[src/rtl/cpu_pkg.sv]
// Shared CPU front-end definitions.
// Holds the pc_sequencer state encoding, the redirect source encoding used
// between redirect_arbiter and pc_sequencer, and the default reset and
// exception addresses.
package cpu_pkg;

    localparam logic [31:0] RESET_PC_DEFAULT   = 32'h0000_0400;
    localparam logic [31:0] EXC_VECTOR_DEFAULT = 32'h0000_0180;

    // Wide enough for the legal DRAIN_CYCLES range 1..15.
    localparam int unsigned DRAIN_W = 4;

    typedef enum logic [1:0] {
        ST_RUN,
        ST_DRAIN,
        ST_VECTOR
    } pc_seq_state_t;

    typedef enum logic [2:0] {
        SRC_NONE,
        SRC_EXC,
        SRC_ERET,
        SRC_JUMP,
        SRC_BRANCH,
        SRC_HOLD
    } redirect_src_t;

endpackage

[src/rtl/redirect_arbiter.sv]
// Combinational priority select for RUN-state redirect requests.
// Priority, highest first: exception, eret, jump, branch, fetch not accepted.
// Ports:
//   exc_req, eret_req, jump_req, branch_req : redirect requests
//   accepted      : fetch at the current address was taken by decode
//   hold_target   : current fetch address, re-issued on exception or hold
//   eret_target   : saved exception PC
//   jump_target, branch_target : redirect destinations
//   src           : winning source
//   use_new, target, flush : next-cycle values for the PC block outputs
module redirect_arbiter
    import cpu_pkg::*;
(
    input  logic          exc_req,
    input  logic          eret_req,
    input  logic          jump_req,
    input  logic          branch_req,
    input  logic          accepted,
    input  logic [31:0]   hold_target,
    input  logic [31:0]   eret_target,
    input  logic [31:0]   jump_target,
    input  logic [31:0]   branch_target,
    output redirect_src_t src,
    output logic          use_new,
    output logic [31:0]   target,
    output logic          flush
);

    always_comb begin
        src     = SRC_NONE;
        use_new = 1'b0;
        target  = '0;
        flush   = 1'b0;
        if (exc_req) begin
            src     = SRC_EXC;
            use_new = 1'b1;
            target  = hold_target;
            flush   = 1'b1;
        end else if (eret_req) begin
            src     = SRC_ERET;
            use_new = 1'b1;
            target  = eret_target;
            flush   = 1'b1;
        end else if (jump_req) begin
            src     = SRC_JUMP;
            use_new = 1'b1;
            target  = jump_target;
            flush   = 1'b1;
        end else if (branch_req) begin
            src     = SRC_BRANCH;
            use_new = 1'b1;
            target  = branch_target;
            flush   = 1'b1;
        end else if (!accepted) begin
            // Re-fetch the same address; the instruction is not squashed.
            src     = SRC_HOLD;
            use_new = 1'b1;
            target  = hold_target;
        end
    end

endmodule

[src/rtl/pc_sequencer.sv]
// Program counter redirect controller.
// Drives shouldUseNewPC/newPC to the PC block each cycle from exception,
// eret, jump, branch and fetch-hold requests, and sequences exception entry
// through a DRAIN window before vectoring. All outputs are registered.
// Build option: define PC_SEQUENCER_EXC_EN to compile in the exception path
// (DRAIN/VECTOR states, epc, inException, eret). Without it excValid and
// eretValid are ignored and epc/inException read 0.
// Ports:
//   clk, rst (async, active-low)
//   pcAddress, imemReady, stall : current fetch status
//   branchTaken/branchTarget, jumpValid/jumpTarget : redirect requests
//   excValid/excPC, eretValid : exception entry and return
//   shouldUseNewPC, newPC : to PC block
//   flush : squash this cycle's fetch
//   epc, inException : exception status
module pc_sequencer
    import cpu_pkg::*;
#(
    parameter logic [31:0] RESET_PC     = RESET_PC_DEFAULT,
    parameter logic [31:0] EXC_VECTOR   = EXC_VECTOR_DEFAULT,
    parameter int unsigned DRAIN_CYCLES = 2
) (
    input  logic        clk,
    input  logic        rst,
    input  logic [31:0] pcAddress,
    input  logic        imemReady,
    input  logic        stall,
    input  logic        branchTaken,
    input  logic [31:0] branchTarget,
    input  logic        jumpValid,
    input  logic [31:0] jumpTarget,
    input  logic        excValid,
    input  logic [31:0] excPC,
    input  logic        eretValid,
    output logic        shouldUseNewPC,
    output logic [31:0] newPC,
    output logic        flush,
    output logic [31:0] epc,
    output logic        inException
);

    logic          accepted;
    logic [31:0]   held_q;
    redirect_src_t arb_src;
    logic          arb_use;
    logic [31:0]   arb_target;
    logic          arb_flush;
    logic          exc_req;
    logic          eret_req;
    logic          use_d;
    logic [31:0]   pc_d;
    logic          flush_d;

    assign accepted = imemReady && !stall;

    redirect_arbiter u_arb (
        .exc_req       (exc_req),
        .eret_req      (eret_req),
        .jump_req      (jumpValid),
        .branch_req    (branchTaken),
        .accepted      (accepted),
        .hold_target   (pcAddress),
        .eret_target   (epc),
        .jump_target   (jumpTarget),
        .branch_target (branchTarget),
        .src           (arb_src),
        .use_new       (arb_use),
        .target        (arb_target),
        .flush         (arb_flush)
    );

    always_ff @(posedge clk or negedge rst) begin
        if (!rst) begin
            held_q         <= RESET_PC;
            shouldUseNewPC <= 1'b0;
            newPC          <= '0;
            flush          <= 1'b0;
        end else begin
            held_q         <= pcAddress;
            shouldUseNewPC <= use_d;
            newPC          <= pc_d;
            flush          <= flush_d;
        end
    end

`ifdef PC_SEQUENCER_EXC_EN

    localparam logic [DRAIN_W-1:0] DRAIN_INIT = DRAIN_W'(DRAIN_CYCLES);

    pc_seq_state_t       state_q, state_d;
    logic [DRAIN_W-1:0]  cnt_q, cnt_d;
    logic [31:0]         epc_d;
    logic                inexc_d;

    assign exc_req  = excValid;
    assign eret_req = eretValid;

    always_ff @(posedge clk or negedge rst) begin
        if (!rst) begin
            state_q     <= ST_RUN;
            cnt_q       <= '0;
            epc         <= '0;
            inException <= 1'b0;
        end else begin
            state_q     <= state_d;
            cnt_q       <= cnt_d;
            epc         <= epc_d;
            inException <= inexc_d;
        end
    end

    // Outputs are registered, so the state in which the vector address is
    // presented (VECTOR) already arbitrates like RUN for the following cycle;
    // the vector itself is loaded on the last DRAIN cycle.
    always_comb begin
        state_d = state_q;
        cnt_d   = cnt_q;
        epc_d   = epc;
        inexc_d = inException;
        use_d   = arb_use;
        pc_d    = arb_target;
        flush_d = arb_flush;
        unique case (state_q)
            ST_RUN, ST_VECTOR: begin
                state_d = ST_RUN;
                if (arb_src == SRC_EXC) begin
                    epc_d   = excPC;
                    inexc_d = 1'b1;
                    cnt_d   = DRAIN_INIT;
                    state_d = ST_DRAIN;
                end else if (arb_src == SRC_ERET) begin
                    inexc_d = 1'b0;
                end
            end
            ST_DRAIN: begin
                use_d   = 1'b1;
                pc_d    = held_q;
                flush_d = 1'b1;
                cnt_d   = cnt_q - 1'b1;
                if (cnt_q == DRAIN_W'(1)) begin
                    pc_d    = EXC_VECTOR;
                    state_d = ST_VECTOR;
                end
            end
            default: state_d = ST_RUN;
        endcase
    end

`else

    localparam logic [31:0] unused_params = EXC_VECTOR ^ 32'(DRAIN_CYCLES);

    logic unused_exc;

    assign exc_req     = 1'b0;
    assign eret_req    = 1'b0;
    assign epc         = '0;
    assign inException = 1'b0;
    assign unused_exc  = ^{excValid, eretValid, excPC, held_q, arb_src};

    always_comb begin
        use_d   = arb_use;
        pc_d    = arb_target;
        flush_d = arb_flush;
    end

`endif

endmodule

[config.mk]
export PLATFORM = sky130hd
export DESIGN_NAME = pc_sequencer
export DESIGN_NICKNAME = d
export VERILOG_FILES = /design/src/rtl/cpu_pkg.sv /design/src/rtl/redirect_arbiter.sv /design/src/rtl/pc_sequencer.sv
export SDC_FILE = /design/constraint.sdc
export NUM_CORES = 1
export LEC_CHECK = 0
export CORE_MARGIN = 5
export CORE_UTILIZATION = 29
export CTS_CLUSTER_SIZE = 16
export DETAILED_ROUTE_END_ITERATION = 8
export GPL_ROUTABILITY_DRIVEN = 0
export HOLD_SLACK_MARGIN = 0.12
export PLACE_DENSITY_LB_ADDON = 0.2
export SLEW_MARGIN = 5
export SYNTH_ARGS = -nofsm -noshare
export SYNTH_HDL_FRONTEND = slang
export SYNTH_SLANG_ARGS = --single-unit
[constraint.sdc]
create_clock -name clk -period 0.8 [get_ports clk]
set_input_delay 0.2 -clock clk [delete_from_list [all_inputs] [get_ports clk]]
set_output_delay 0.2 -clock clk [all_outputs]
set_load 0.05 [all_outputs]
==> out/results.env <==
FIRST_ITER_VIOLATIONS=26
POST-DP-HPWL_UM=4750
CRIT_PATH_MAX_INCR_DELAY_NS=0.42
FINISH.UTILIZATION_PCT=63.3
CLOCK-SINKS=34
TRITONCTS.NUM_BUFFERS=5
TRITONCTS_CLOCK_TREE='done'
NUM_ANTENNA_CELLS=0
FINAL_MIN_PERIOD_OVER_CLOCK_PERIOD_PCT=133
CRITPATHSLOWESTCELL='sky130_fd_sc_hd__dfrtp_1'
LEVEL_COUNT_OF_THE_CLOCK_H_TREE=2
FINAL_COMMON_CELL='sky130_fd_sc_hd__clkdlybuf4s50_1'
WHS_NS=0.128
CLOCK_POWER_SHARE_PCT=22.5
NETLIST-CELL-TYPE-COUNT=16
DR_TOTAL_VIAS=1655
HOLD_VIOLATIONS=0
LAYOUT_MIN_CYCLE_TIME_NS=1.07
TIMING.MAX_CAP.VIOLATIONS=0
PORT_BUFFERS=135
TIMING.FINAL.SETUP_VIOLATIONS=38
GRT_START_MAX_NET_PINS=24
AREA_DELTA_SYNTH_FINAL_PCT=112
CLK_PIN_SLEW_WORST_PATHS_NS=0.07
FINALMAXSLEWVIOLATIONS=0
REQUIRED_NS=0.60
DRT.ANTENNA.VIOLATING_NETS=0
VIOLATIONS='negative setup slack'
IOS=203
DIE_W_UM=87.8
OUTCOME='finished, violations left'
VDD.IR_DROP.WORST_V=0.000939
GLOBAL_ROUTE.USAGE.TOTAL_PCT=14.8
GRT_FIRST_PASS_WIRELENGTH_UM=8540
CORE_UM2=5890
POST-ROUTE-DRC-COUNT=0
DETAILED_ROUTER_ITERATION_COUNT_BEFORE_ANTENNA_REPAIR=4
GLOBALROUTE.TOTALOVERFLOW=0
SYNTH_SEQUENTIAL_AREA_RATIO_PCT=48.5
FIN_CELLS=372
LAYOUT-DRIVE-GT1-SHARE_PCT=22.2
CTS_BUFFER_DEPTH=2
LAYOUT_COMMON_CELLS='sky130_fd_sc_hd__clkdlybuf4s50_1 (91), sky130_fd_sc_hd__buf_12 (42), sky130_fd_sc_hd__dfrtp_1 (34)'
SYNTHESIS.AREA_UM2=1750
RSZ0062_AT_GRT='yes'
CRIT_PATH_END_KIND='output pin'
POSTSYNTHAREAPERCELL_UM2=11.9
CLOCK.FMAX_GHz=0.939
ANTENNA_FOUND_INITIAL=0
SETUP.WORST_PATH.START_CLASS='register'
FIN_AREA_UM2=3720
CRITICAL-PATH-TOP-DELAY-FAMILY='flip-flops'
START_UTIL_PCT=29.8
POWER_DENSITY_nW_PER_UM2=1580
GRT_PASS1_VIAS=1667
TIMING.CRITICAL_PATH.CELLS='buf_12'
WORST-SETUP-PATH-TYPE='reg -> out'
CRITICAL_PATH_ARRIVAL_NS=0.87
P_INT_mW=3.86
CTSROOTBUFFERMASTER='sky130_fd_sc_hd__clkbuf_8'
POWER.STATIC_LEAKAGE_nW=1.85
POST_DRT_WL_PER_CELL_UM=16.6
PLACEMENT.CELL_AREA_UM2=3470
SYNTH.FF_LATCH_COUNT=34
FINISH.NET_COUNT=432
FLOORPLAN.DIE.HEIGHT_UM=87.8
WORST_SLACK_NS=-0.265
TOTALWIRELENGTH_UM=6190
COMBPWRFRAC_PCT=43.6
SYNTHESIS.INSTANCES=148
CRITICAL_PATH.N_BUFFERS_INVERTERS=1
POST-PLACE-CELLS=357
SYNTH.YOSYS.WARNINGS=0
VIASPERCELL=4.45
P_SW_SHARE_PCT=34.2
STANDARD_CELL_ROW_COUNT=28
NETSW_mW=2.01
HP-CLASS='in -> reg'
DIE_OUTLINE_AREA_UM2=7700
SEQPWRFRAC_PCT=33.9
PATH_MAX_FANOUT=1
layout make-up:
type,instances,area [µm²]
sequential,34,851
fill,494,2160
multi-input combinational,103,708
clock buffer,7,86.3
timing repair buffer,152,1980
clock inverter,1,5.00
tap,75,93.8
per-layer routing:
metal	GRT usage, %	vias up	part of all wire, %
met4	4.18	0	0.94
li1	-	765	-
met1	16.6	782	35
met3	5.55	7	13
met5	0	-	0
met2	26.3	101	51
power by group through the flow:
| stage | clock (mW) | sequential, mW | combinational (mW) |
|---|---|---|---|
| after floorplan | 0 | 2.48 | 0.793 |
| after global placement | 0 | 2.02 | 2.46 |
| after detailed placement | 0 | 2.03 | 2.49 |
| after CTS | 1.36 | 1.99 | 2.57 |
| after global routing | 1.45 | 2.01 | 2.66 |
| final | 1.32 | 1.99 | 2.56 |
timing repair:
action / 4_1_cts / 5_1_grt
endpoints found under the setup margin: 68 / 66
gates resized for setup: 31 / 10
pin swaps: 9 / 25
gates cloned: 2 / 2
hold endpoints to repair: 35 / 0
setup buffers: 4 / 1
hold buffers: 1 / 0
Yosys cell counts:
cell	instances	area, µm²
sky130_fd_sc_hd__a21o_1	31	233
sky130_fd_sc_hd__buf_6	1	11.3
sky130_fd_sc_hd__a221o_1	1	10.0
sky130_fd_sc_hd__buf_8	3	45.0
sky130_fd_sc_hd__a22o_1	31	272
sky130_fd_sc_hd__nand2b_1	1	6.26
sky130_fd_sc_hd__nor2_1	1	3.75
sky130_fd_sc_hd__clkbuf_1	3	11.3
sky130_fd_sc_hd__conb_1	1	3.75
sky130_fd_sc_hd__dfrtp_1	34	851
sky130_fd_sc_hd__or2_4	1	8.76
sky130_fd_sc_hd__nand2_1	1	3.75
sky130_fd_sc_hd__nor2b_1	2	12.5
sky130_fd_sc_hd__buf_2	3	15.0
sky130_fd_sc_hd__buf_4	33	248
sky130_fd_sc_hd__nor2_8	1	20.0
kinds of logic after synthesis:
| logic type | synth area share [%] |
|---|---|
| buffers and inverters | 18.8 |
| AND/OR/NAND/NOR | 3.14 |
| flip-flops | 48.5 |
| other | 0.214 |
| AO/OA/AOI/OAI | 29.3 |
registers in the layout, indices dropped and copies added (netlist names):
signal	cells
shouldUseNewPC	1
flush	1
newPC	32
worst paths after layout:
check                                    start                  endpoint  slack (ns)  cells past startpoint
max in group asynchronous                  rst           flush$_DFF_PN0_        0.17                      3
hold / removal                           stall  shouldUseNewPC$_DFF_PN0_        0.13                      3
min in group asynchronous                  rst       newPC[22]$_DFF_PN0_        0.45                      3
setup / recovery           newPC[30]$_DFF_PN0_                 newPC[30]       -0.27                      1
through the flow:
stage	power [mW]	setup TNS [ns]	setup slack, ns
2_1_floorplan	3.27	-5.57	-0.178
3_3_place_gp	4.48	-22.13	-0.673
3_5_place_dp	4.51	-23.28	-0.720
4_1_cts	5.92	-10.08	-0.279
5_1_grt	6.12	-9.21	-0.293
6_report	5.87	-8.02	-0.265
No activity file was read; power rests on OpenSTA's default activity.
==> patch: new RTL, same settings <==
Add an input register stage for `branchTarget` and `jumpTarget`; this delays them by one clock. The other inputs are not delayed to match.
--- a/src/rtl/pc_sequencer.sv
+++ b/src/rtl/pc_sequencer.sv
@@ -40,4 +40,12 @@
 );
 
+    logic [31:0] branchTarget_q;
+    logic [31:0] jumpTarget_q;
+
+    always_ff @(posedge clk) begin
+        branchTarget_q <= branchTarget;
+        jumpTarget_q   <= jumpTarget;
+    end
+
     logic          accepted;
     logic [31:0]   held_q;
@@ -62,6 +70,6 @@
         .hold_target   (pcAddress),
         .eret_target   (epc),
-        .jump_target   (jumpTarget),
-        .branch_target (branchTarget),
+        .jump_target   (jumpTarget_q),
+        .branch_target (branchTarget_q),
         .src           (arb_src),
         .use_new       (arb_use),
Function: changed (a bounded check fails within 4 cycles, from zero or initial values and one cycle with rst low).
==> patch against the unedited design <==
  * The flow still finishes with violations (setup timing)
  * Worst setup slack got worse by 0.070 ns
  * Sequential power rose to 2.7 times the old value
  * Power rose by 84%
  * Cell count up 34%
  * Sequential cell count is 64 higher
  * Routed wire length is 15% higher
  * Cell area is 36% higher
  * Area after synthesis grew 73%
  * Critical path type unchanged
  * Highest routed layer unchanged
==> patch: results (changes against the unedited design) <==
[run_status]
outcome = finished, violations left
violations = setup timing

[route]
met2_length_mm = 3.505  ; +11%
vias_per_cell = 4.048  ; -9.0%
via_count = 2024  ; +22%
wl_met3_um = 985  ; +25%
drtIter0Drc = 55  ; +110%
wl_met1_mm = 2.579  ; +19%

[placement]
dp_slack_ns = -0.6913  ; +0.02867 ns
placed_cell_area_mm2 = 0.004827  ; +39%
placed_cells = 480  ; +34%
dp.final_hpwl_mm = 5.413  ; +14%

[synth]
ys_seq_area_frac = 0.7024  ; +0.2174
synth_compound_area_frac = 0.1694  ; -0.1237
syn_inst = 212  ; +43%
ys_top_cells_by_count = dfxtp_1, dfrtp_1, buf_4, a21o_1, a22o_1
synth_flop_cell = dfxtp_1
ys_types = 17  ; +1
ys_warn_count = 0  ; unchanged
synth-async-reset-ratio = 0.3469  ; -0.6531
synth.area.top_cells = dfxtp_1, dfrtp_1, a22o_1

[global_route]
grt_pass1_vias = 2180  ; +31%
grt_use_total = 0.1163  ; -0.03218
grt_pass1_wl_mm = 11.21  ; +31%
grt_start_max_net_pins = 20  ; -17%

[worst_hold_path]
min_path_cells = 3  ; unchanged

[layout]
drive_gt1_frac = 0.2170  ; -0.005189
layout.nets = 495  ; +15%
nFillCells = 926  ; +87%
top_regs = branchTarget_q (32), jumpTarget_q (32), newPC (32)

[pwr]
power_frac_comb = 0.230  ; -0.206
comb-power_uw = 2490  ; -3%
swShare = 0.2915  ; -0.05061
p_leak_uw = 0.002344  ; +27%
vdd_drop_max_mv = 1.068  ; +14%

[clock_network]
cts_resized = 23  ; -26%
numCtsBuffers = 9  ; +4
clkSlewWorstSetupHoldPaths_ns = 0.10  ; +0.03 ns
htreeDepth = 3  ; +1

[sta]
finalSetupViolCount = 34  ; -11%
setup_slack_ns = -0.3358  ; -0.07042 ns

[worst_setup_path]
worstPathArrival_ns = 0.94  ; +0.07 ns

==> patch: worst paths after layout <==
check                                    from        endpoint  slack [ns]
setup / recovery                    newPC[14]       newPC[14]       -0.34
hold / removal                          stall  shouldUseNewPC         0.1
setup reg to reg           branchTarget_q[29]       newPC[29]        0.01
hold reg to reg              jumpTarget_q[29]       newPC[29]        0.49
max in group asynchronous                 rst       newPC[22]        0.21
min in group asynchronous                 rst        newPC[2]        0.22
==> patch: metal layers <==
layer,vias to the layer above,global-route usage
li1,957,-
met1,943,0.1211
met2,118,0.1955
met3,6,0.06685
met4,0,0.04247
met5,-,0
==> patch: final cells by class <==
| class | count | area, µm² | area share |
|---|---|---|---|
| multi-input cells | 103 | 708.2 | 0.1398 |
| clock buffers | 9 | 123.9 | 0.02444 |
| clock inverters | 7 | 62.56 | 0.01235 |
| repair buffers | 147 | 1859 | 0.3669 |
| well taps | 136 | 170.2 | 0.03358 |
| flip-flops and latches | 98 | 2143 | 0.4230 |
